===== config.mk =====
export PLATFORM = sky130hd
export DESIGN_NAME = alu_reservation_station_flat
export DESIGN_NICKNAME = d
export VERILOG_FILES = /design/src/rtl/alu_reservation_station_if.sv /design/src/rtl/alu_reservation_station.sv /design/src/flat_wrapper.sv
export SDC_FILE = /design/constraint.sdc
export NUM_CORES = 2
export LEC_CHECK = 0
export BUFFER_PORTS_ARGS = -buffer_cell sky130_fd_sc_hd__buf_2
export CORE_ASPECT_RATIO = 1.75
export CORE_MARGIN = 1.5
export CORE_UTILIZATION = 45
export CTS_BUF_LIST = sky130_fd_sc_hd__clkbuf_4
export DETAILED_ROUTE_END_ITERATION = 10
export PLACE_DENSITY = 0.73
export SYNTH_ARGS = -nofsm -noshare
export SYNTH_HDL_FRONTEND = slang
export SYNTH_SLANG_ARGS = --single-unit

===== constraint.sdc =====
create_clock -name clk -period 3.42 [get_ports clk]
set_clock_uncertainty 0.2 [all_clocks]
set_input_delay 0.513 -clock clk [delete_from_list [all_inputs] [get_ports clk]]
set_output_delay 0.513 -clock clk [all_outputs]
set_load 0.02 [all_outputs]

===== src/rtl/alu_reservation_station_if.sv =====
// Decoder, CDB and ALU-issue signals of the ALU reservation station.
// The master side is the environment (decoder, CDB, ALU), the slave side is the station.
interface alu_reservation_station_if #(
    parameter int DATA_W = 32,
    parameter int TAG_W  = 4,
    parameter int OP_W   = 6
);
    localparam int ALU_DATA_W = (TAG_W - 1) + 2 * (TAG_W + DATA_W) + OP_W;

    logic                  aluEnable;
    logic [ALU_DATA_W-1:0] aluData;
    logic                  rsFull;
    logic                  cdbValid;
    logic [TAG_W-1:0]      cdbTag;
    logic [DATA_W-1:0]     cdbData;
    logic                  flush;
    logic                  issueValid;
    logic                  issueReady;
    logic [OP_W-1:0]       issueOp;
    logic [DATA_W-1:0]     issueA;
    logic [DATA_W-1:0]     issueB;
    logic [TAG_W-2:0]      issueDest;

    modport master (
        output aluEnable, aluData, cdbValid, cdbTag, cdbData, flush, issueReady,
        input  rsFull, issueValid, issueOp, issueA, issueB, issueDest
    );

    modport slave (
        input  aluEnable, aluData, cdbValid, cdbTag, cdbData, flush, issueReady,
        output rsFull, issueValid, issueOp, issueA, issueB, issueDest
    );
endinterface


===== src/rtl/alu_reservation_station.sv =====
// ALU reservation station: holds decoded ALU ops until both operands are
// ready (tag MSB set), wakes operands from the CDB, issues one op per cycle
// to the ALU through a registered valid/ready slot.
module alu_reservation_station #(
    parameter int DATA_W  = 32,
    parameter int TAG_W   = 4,
    parameter int OP_W    = 6,
    parameter int RS_SIZE = 8
) (
    input logic clk,
    input logic rst,
    alu_reservation_station_if.slave rs_if
);
    localparam int IDX_W = $clog2(RS_SIZE);
    localparam int D1_LO = OP_W;
    localparam int T1_LO = D1_LO + DATA_W;
    localparam int D2_LO = T1_LO + TAG_W;
    localparam int T2_LO = D2_LO + DATA_W;
    localparam int DS_LO = T2_LO + TAG_W;
    localparam logic [TAG_W-1:0] TAG_RDY = {1'b1, {(TAG_W-1){1'b0}}};

    logic [RS_SIZE-1:0] valid_q, valid_d;
    logic [OP_W-1:0]    op_q    [RS_SIZE], op_d    [RS_SIZE];
    logic [TAG_W-2:0]   dest_q  [RS_SIZE], dest_d  [RS_SIZE];
    logic [TAG_W-1:0]   tag1_q  [RS_SIZE], tag1_d  [RS_SIZE];
    logic [TAG_W-1:0]   tag2_q  [RS_SIZE], tag2_d  [RS_SIZE];
    logic [DATA_W-1:0]  data1_q [RS_SIZE], data1_d [RS_SIZE];
    logic [DATA_W-1:0]  data2_q [RS_SIZE], data2_d [RS_SIZE];

    logic              issue_valid_q, issue_valid_d;
    logic [OP_W-1:0]   issue_op_q, issue_op_d;
    logic [DATA_W-1:0] issue_a_q, issue_a_d;
    logic [DATA_W-1:0] issue_b_q, issue_b_d;
    logic [TAG_W-2:0]  issue_dest_q, issue_dest_d;

    logic              rs_full;
    logic              sel_found, free_found, can_issue, alloc;
    logic [IDX_W-1:0]  sel_idx, free_idx;
    logic [TAG_W-1:0]  in_tag1, in_tag2;
    logic              in_hit1, in_hit2;

    assign rs_full = &valid_q;
    assign in_tag1 = rs_if.aluData[T1_LO +: TAG_W];
    assign in_tag2 = rs_if.aluData[T2_LO +: TAG_W];
    assign in_hit1 = rs_if.cdbValid && !in_tag1[TAG_W-1] && (in_tag1 == rs_if.cdbTag);
    assign in_hit2 = rs_if.cdbValid && !in_tag2[TAG_W-1] && (in_tag2 == rs_if.cdbTag);

    // Next-state: wakeup, selection/issue, allocation with CDB bypass, flush override.
    always_comb begin
        valid_d       = valid_q;
        op_d          = op_q;
        dest_d        = dest_q;
        tag1_d        = tag1_q;
        tag2_d        = tag2_q;
        data1_d       = data1_q;
        data2_d       = data2_q;
        issue_valid_d = issue_valid_q;
        issue_op_d    = issue_op_q;
        issue_a_d     = issue_a_q;
        issue_b_d     = issue_b_q;
        issue_dest_d  = issue_dest_q;
        sel_found     = 1'b0;
        sel_idx       = '0;
        free_found    = 1'b0;
        free_idx      = '0;

        // Selection and free-slot search both look at registered state only,
        // so an op written this cycle can never be issued this cycle.
        for (int i = 0; i < RS_SIZE; i++) begin
            if (!sel_found && valid_q[i] && tag1_q[i][TAG_W-1] && tag2_q[i][TAG_W-1]) begin
                sel_found = 1'b1;
                sel_idx   = IDX_W'(i);
            end
            if (!free_found && !valid_q[i]) begin
                free_found = 1'b1;
                free_idx   = IDX_W'(i);
            end
        end

        for (int i = 0; i < RS_SIZE; i++) begin
            if (valid_q[i] && rs_if.cdbValid && !tag1_q[i][TAG_W-1] && (tag1_q[i] == rs_if.cdbTag)) begin
                tag1_d[i]  = tag1_q[i] | TAG_RDY;
                data1_d[i] = rs_if.cdbData;
            end
            if (valid_q[i] && rs_if.cdbValid && !tag2_q[i][TAG_W-1] && (tag2_q[i] == rs_if.cdbTag)) begin
                tag2_d[i]  = tag2_q[i] | TAG_RDY;
                data2_d[i] = rs_if.cdbData;
            end
        end

        can_issue = !issue_valid_q || rs_if.issueReady;
        if (can_issue) begin
            issue_valid_d = sel_found;
            if (sel_found) begin
                issue_op_d       = op_q[sel_idx];
                issue_a_d        = data1_q[sel_idx];
                issue_b_d        = data2_q[sel_idx];
                issue_dest_d     = dest_q[sel_idx];
                valid_d[sel_idx] = 1'b0;
            end
        end

        alloc = rs_if.aluEnable && !rs_full && !rs_if.flush;
        if (alloc) begin
            valid_d[free_idx] = 1'b1;
            op_d[free_idx]    = rs_if.aluData[OP_W-1:0];
            dest_d[free_idx]  = rs_if.aluData[DS_LO +: (TAG_W-1)];
            tag1_d[free_idx]  = in_hit1 ? (in_tag1 | TAG_RDY) : in_tag1;
            data1_d[free_idx] = in_hit1 ? rs_if.cdbData : rs_if.aluData[D1_LO +: DATA_W];
            tag2_d[free_idx]  = in_hit2 ? (in_tag2 | TAG_RDY) : in_tag2;
            data2_d[free_idx] = in_hit2 ? rs_if.cdbData : rs_if.aluData[D2_LO +: DATA_W];
        end

        if (rs_if.flush) begin
            valid_d       = '0;
            issue_valid_d = 1'b0;
        end
    end

    // State registers with synchronous active-low reset.
    always_ff @(posedge clk) begin
        if (!rst) begin
            valid_q       <= '0;
            op_q          <= '{default: '0};
            dest_q        <= '{default: '0};
            tag1_q        <= '{default: '0};
            tag2_q        <= '{default: '0};
            data1_q       <= '{default: '0};
            data2_q       <= '{default: '0};
            issue_valid_q <= 1'b0;
            issue_op_q    <= '0;
            issue_a_q     <= '0;
            issue_b_q     <= '0;
            issue_dest_q  <= '0;
        end else begin
            valid_q       <= valid_d;
            op_q          <= op_d;
            dest_q        <= dest_d;
            tag1_q        <= tag1_d;
            tag2_q        <= tag2_d;
            data1_q       <= data1_d;
            data2_q       <= data2_d;
            issue_valid_q <= issue_valid_d;
            issue_op_q    <= issue_op_d;
            issue_a_q     <= issue_a_d;
            issue_b_q     <= issue_b_d;
            issue_dest_q  <= issue_dest_d;
        end
    end

    assign rs_if.rsFull     = rs_full;
    assign rs_if.issueValid = issue_valid_q;
    assign rs_if.issueOp    = issue_op_q;
    assign rs_if.issueA     = issue_a_q;
    assign rs_if.issueB     = issue_b_q;
    assign rs_if.issueDest  = issue_dest_q;
endmodule


===== src/flat_wrapper.sv =====
// flat-port wrapper written by rule: the top's interface ports become plain ports
module alu_reservation_station_flat 
#(
    parameter int DATA_W  = 32,
    parameter int TAG_W   = 4,
    parameter int OP_W    = 6,
    parameter int RS_SIZE = 8
)
  (clk, rst, rs_if_aluEnable, rs_if_aluData, rs_if_cdbValid, rs_if_cdbTag, rs_if_cdbData, rs_if_flush, rs_if_issueReady, rs_if_rsFull, rs_if_issueValid, rs_if_issueOp, rs_if_issueA, rs_if_issueB, rs_if_issueDest);
  alu_reservation_station_if #(.DATA_W(DATA_W), .TAG_W(TAG_W), .OP_W(OP_W)) rs_if_i ();
  input logic clk;
  input logic rst;
  input wire logic [$bits(rs_if_i.aluEnable)-1:0] rs_if_aluEnable;
  input wire logic [$bits(rs_if_i.aluData)-1:0] rs_if_aluData;
  input wire logic [$bits(rs_if_i.cdbValid)-1:0] rs_if_cdbValid;
  input wire logic [$bits(rs_if_i.cdbTag)-1:0] rs_if_cdbTag;
  input wire logic [$bits(rs_if_i.cdbData)-1:0] rs_if_cdbData;
  input wire logic [$bits(rs_if_i.flush)-1:0] rs_if_flush;
  input wire logic [$bits(rs_if_i.issueReady)-1:0] rs_if_issueReady;
  output wire logic [$bits(rs_if_i.rsFull)-1:0] rs_if_rsFull;
  output wire logic [$bits(rs_if_i.issueValid)-1:0] rs_if_issueValid;
  output wire logic [$bits(rs_if_i.issueOp)-1:0] rs_if_issueOp;
  output wire logic [$bits(rs_if_i.issueA)-1:0] rs_if_issueA;
  output wire logic [$bits(rs_if_i.issueB)-1:0] rs_if_issueB;
  output wire logic [$bits(rs_if_i.issueDest)-1:0] rs_if_issueDest;
  assign rs_if_i.aluEnable = rs_if_aluEnable;
  assign rs_if_i.aluData = rs_if_aluData;
  assign rs_if_i.cdbValid = rs_if_cdbValid;
  assign rs_if_i.cdbTag = rs_if_cdbTag;
  assign rs_if_i.cdbData = rs_if_cdbData;
  assign rs_if_i.flush = rs_if_flush;
  assign rs_if_i.issueReady = rs_if_issueReady;
  assign rs_if_rsFull = rs_if_i.rsFull;
  assign rs_if_issueValid = rs_if_i.issueValid;
  assign rs_if_issueOp = rs_if_i.issueOp;
  assign rs_if_issueA = rs_if_i.issueA;
  assign rs_if_issueB = rs_if_i.issueB;
  assign rs_if_issueDest = rs_if_i.issueDest;
  alu_reservation_station #(.DATA_W(DATA_W), .TAG_W(TAG_W), .OP_W(OP_W), .RS_SIZE(RS_SIZE)) u_core (.clk(clk), .rst(rst), .rs_if(rs_if_i));
endmodule

==> reports/metrics.yaml <==
synth:
  syn_area_per_cell_um2: 9.386
  seq_area_frac_synth_pct: 40.04
  synth_edf_count: 0
  synth_seq_cells: 730
  synth_area_leaders: "dfxtp_1 40%, mux2_2 16%, a211oi_1 11%"
  ys_types: 43
  yosysTopAreaCell: "dfxtp_1"
  synth_top_area_share_pct: 40.04
  synth_area_um2: 36500
  synth_top_flop_cell: "dfxtp_1"
  synth_fp_nets: 4012
  netlist_instances: 3889
  synth_warnings: 0
  async_reset_ff_share_pct: 0
power_and_ir_drop:
  pwr-share-seq_pct: 51.1
  p_int_mw: 12.62
  p_clk_share_pct: 42.1
  power_density_nw_per_um2: 400.8
  p_total_mw: 16.86
  comb_power_share_pct: 6.8
  power_leakage_nw: 17.21
  swShare_pct: 25.15
  p_sw_mw: 4.241
  ir_drop_uv: 268.3
timing:
  rsz0062_at_grt: "no"
  slew_headroom_pct: 35.22
  fin_setup_tns_ns: 0
  final_hold_viol_count: 0
  setup_viol: 0
  fmax_ghz: 0.3075
  final_max_slew_viol_count: 0
  worst_slew_pin_slew_ns: 0.9717
  period_share_pct: 95.09
  finalCriticalPeriod_ns: 3.252
  timing.hold.ws_ns: 0.04509
detailed_routing:
  num_vias: 31500
  wl_um: 117700
  avgViaCountPerCell: 6.002
  drc_errors: 0
  ant_nets: 0
  drtIter0Drc: 2297
  wl_per_cell_um: 22.43
  firstDrtPassIters: 5
setup_path:
  worstPathRequired_ns: 4.17
  crit_family: "buffers and inverters"
  crit_top_cell: "dlygate4sd3_1"
  worstSetupEndpointType: "register"
  critPathBufInv: 5
  cp.depth: 10
  reg2reg_slack_ns: 0.17
  path_cells: "dlygate4sd3_1 > buf_2 > xor2_1 > nor3_1 > nand3_2 > mux2i_1 > dlygate4sd3_1 > buf_4 > a211oi_1 > dlygate4sd3_1"
  cp.arrival_ns: 4.01
  worstSetupStartpointType: "input pin"
  crit_path_max_fanout: 11
  critical_path_class: "input pin to register"
  slowest_delay_ns: 0.57
  r2r_cells: 8
  critPathSlowestCell: "dlygate4sd3_1"
place:
  place.gp.congestion: 0.9016
  dpl.hpwl_um: 70460
  place_inst: 4833
  portBuffers: 197
layout:
  nNetsFinal: 4208
  drive_gt1_share_pct: 27.77
  syn2layout_area_growth_pct: 15.26
  final_cells: 5249
grt:
  track_usage_pct: 27.82
  grt_max_degree: 106
  grt_overflow: 0
  grt_use_met3_pct: 4.602
  use_met2_pct: 48.26
  top_usage_layer: "met2"
  antenna_found_initial: 5
  use_met1_pct: 32.66
  grt_pass1_vias: 31390
  grt_pass1_wl_um: 180400
min_path:
  hp-class: "input pin to register"
  hold_depth: 4
flow_run:
  drv_cap: 0
die:
  num_rows: 138
  core_region_area_um2: 80630
  initial_utilization_pct: 45.27
  die_h_um: 379.8
  dieArea_um2: 82900
  die_w_um: 218.3
  io_pins: 198
clock_tree:
  clkLatencyLatePin_ns: 1.03
  htreeDepth: 4
  ctsRootBufferMaster: "clkbuf_4"
  postCtsSetupRepairBufs: 0
  tritoncts: "built"
  cts_buffers: 165
  hold_buffers: 135
  cts.reportedPaths.clkPinSlew_ns: 0.07
  ctsResizeCount: 0
  clockBufferDepth: 3
  cts_sinks: 730
status:
  outcome: "finished clean"
==> power by group through the flow <==
| stage | clock network, mW | logic [mW] | registers [mW] |
|---|---|---|---|
| global placement | 0 | 1.00 | 8.81 |
| global route | 7.61 | 1.23 | 8.62 |
| floorplan | 0 | 0.619 | 8.80 |
| CTS | 7.21 | 1.14 | 8.62 |
| finish | 7.10 | 1.15 | 8.62 |
| detailed placement | 0 | 1.01 | 8.81 |
==> cells in the final DEF, fill, tap and decap left out, types with 105 or more instances in the layout <==
master,Yosys,final
mux2_2,512,512
a211oi_1,522,522
clkbuf_4,0,235
buf_2,76,196
dlygate4sd3_1,0,135
nand2_1,274,273
a21oi_1,134,133
dfxtp_1,730,730
nor2_1,556,554
buf_4,8,105
mux2i_1,351,351
==> per-stage QoR <==
stage | cell area [um2] | setup WS (ns) | utilization [%]
global placement | 38590 | 0.4954 | 47.86
finish | 42070 | 0.1681 | 52.18
global route | 42070 | 0.02517 | 52.17
floorplan | 36500 | 0.9922 | -
detailed placement | 38590 | 0.4374 | 47.86
CTS | 42060 | 0.2418 | 52.16
==> worst reg2reg max path, stage by stage (launching register included) <==
cell	delay [ns]
dfxtp_1	0.35
buf_4	0.18
nand4_1	0.19
or2_1	0.41
nor3b_2	0.58
buf_12	0.34
nor2_1	0.12
a211oi_1	0.22
dlygate4sd3_1	0.57
==> routing by layer <==
layer	vias to the layer above	part of all wire [%]
met4	4	4.8
met2	1256	50
met1	15210	39
li1	14690	-
met5	-	0.020
met3	340	6.0
==> worst paths after layout <==
kind,from,end
setup reg to reg,u_core.valid_q[0]$_SDFF_PP0_,u_core.data1_q[80]$_SDFF_PN0_
hold reg to reg,u_core.op_q[24]$_SDFFE_PN0P_,u_core.op_q[24]$_SDFFE_PN0P_
hold / removal,rs_if_cdbData[14],u_core.data2_q[46]$_SDFF_PN0_
setup / recovery,rs_if_aluData[75],u_core.data2_q[224]$_SDFF_PN0_
==> cells in the mapped netlist, types with 2 or more instances <==
library cell and n:
o211ai_1 2, buf_4 8, dfxtp_1 730, o21ai_0 14, o221a_2 32, a211oi_1 522
nand4_1 17, o221a_1 36, buf_6 23, o22ai_1 73, nand2b_1 6, nor2b_1 2
mux2_2 512, nor2_1 556, buf_2 76, a21oi_1 134, nor3_1 8, or3_1 5
xor2_1 2, o221ai_1 68, nand3_1 8, nand2_2 2, clkbuf_1 324, o31a_1 5
nor3b_1 4, xnor2_1 52, a221oi_1 6, mux2i_1 351, nand2_1 274, nand3_2 3
a31oi_1 4, buf_1 19
==> flip-flops by register name, indices dropped and copies added, names as in the netlist <==
signal                   cells
u_core.data2_q             256
u_core.tag2_q               32
u_core.rs_if.issueValid      1
u_core.data1_q             256
u_core.dest_q               24
u_core.valid_q               8
u_core.rs_if.issueOp         6
u_core.rs_if.issueB         32
u_core.tag1_q               32
u_core.rs_if.issueA         32
u_core.rs_if.issueDest       3
u_core.op_q                 48
==> logic make-up after synthesis <==
group,after synthesis,synth area share (%)
buffers and inverters,452,5.464
AO/OA/AOI/OAI,898,18.16
AND/OR/NAND/NOR,892,9.622
multiplexers,863,25.42
flip-flops,730,40.04
XOR/XNOR,54,1.296
==> cell type report <==
class                           instances  area [um2]
Fill cell                            7206       38560
Multi-Input combinational cell       2707       20020
Sequential cell                       730       14610
Timing Repair Buffer                  479        3981
Clock buffer                          235        1764
Tap cell                             1050        1314
Clock inverter                         42       356.6
Inverter                                2       15.01
Antenna cell                            4       10.01
No activity file was read; power rests on OpenSTA's default activity.
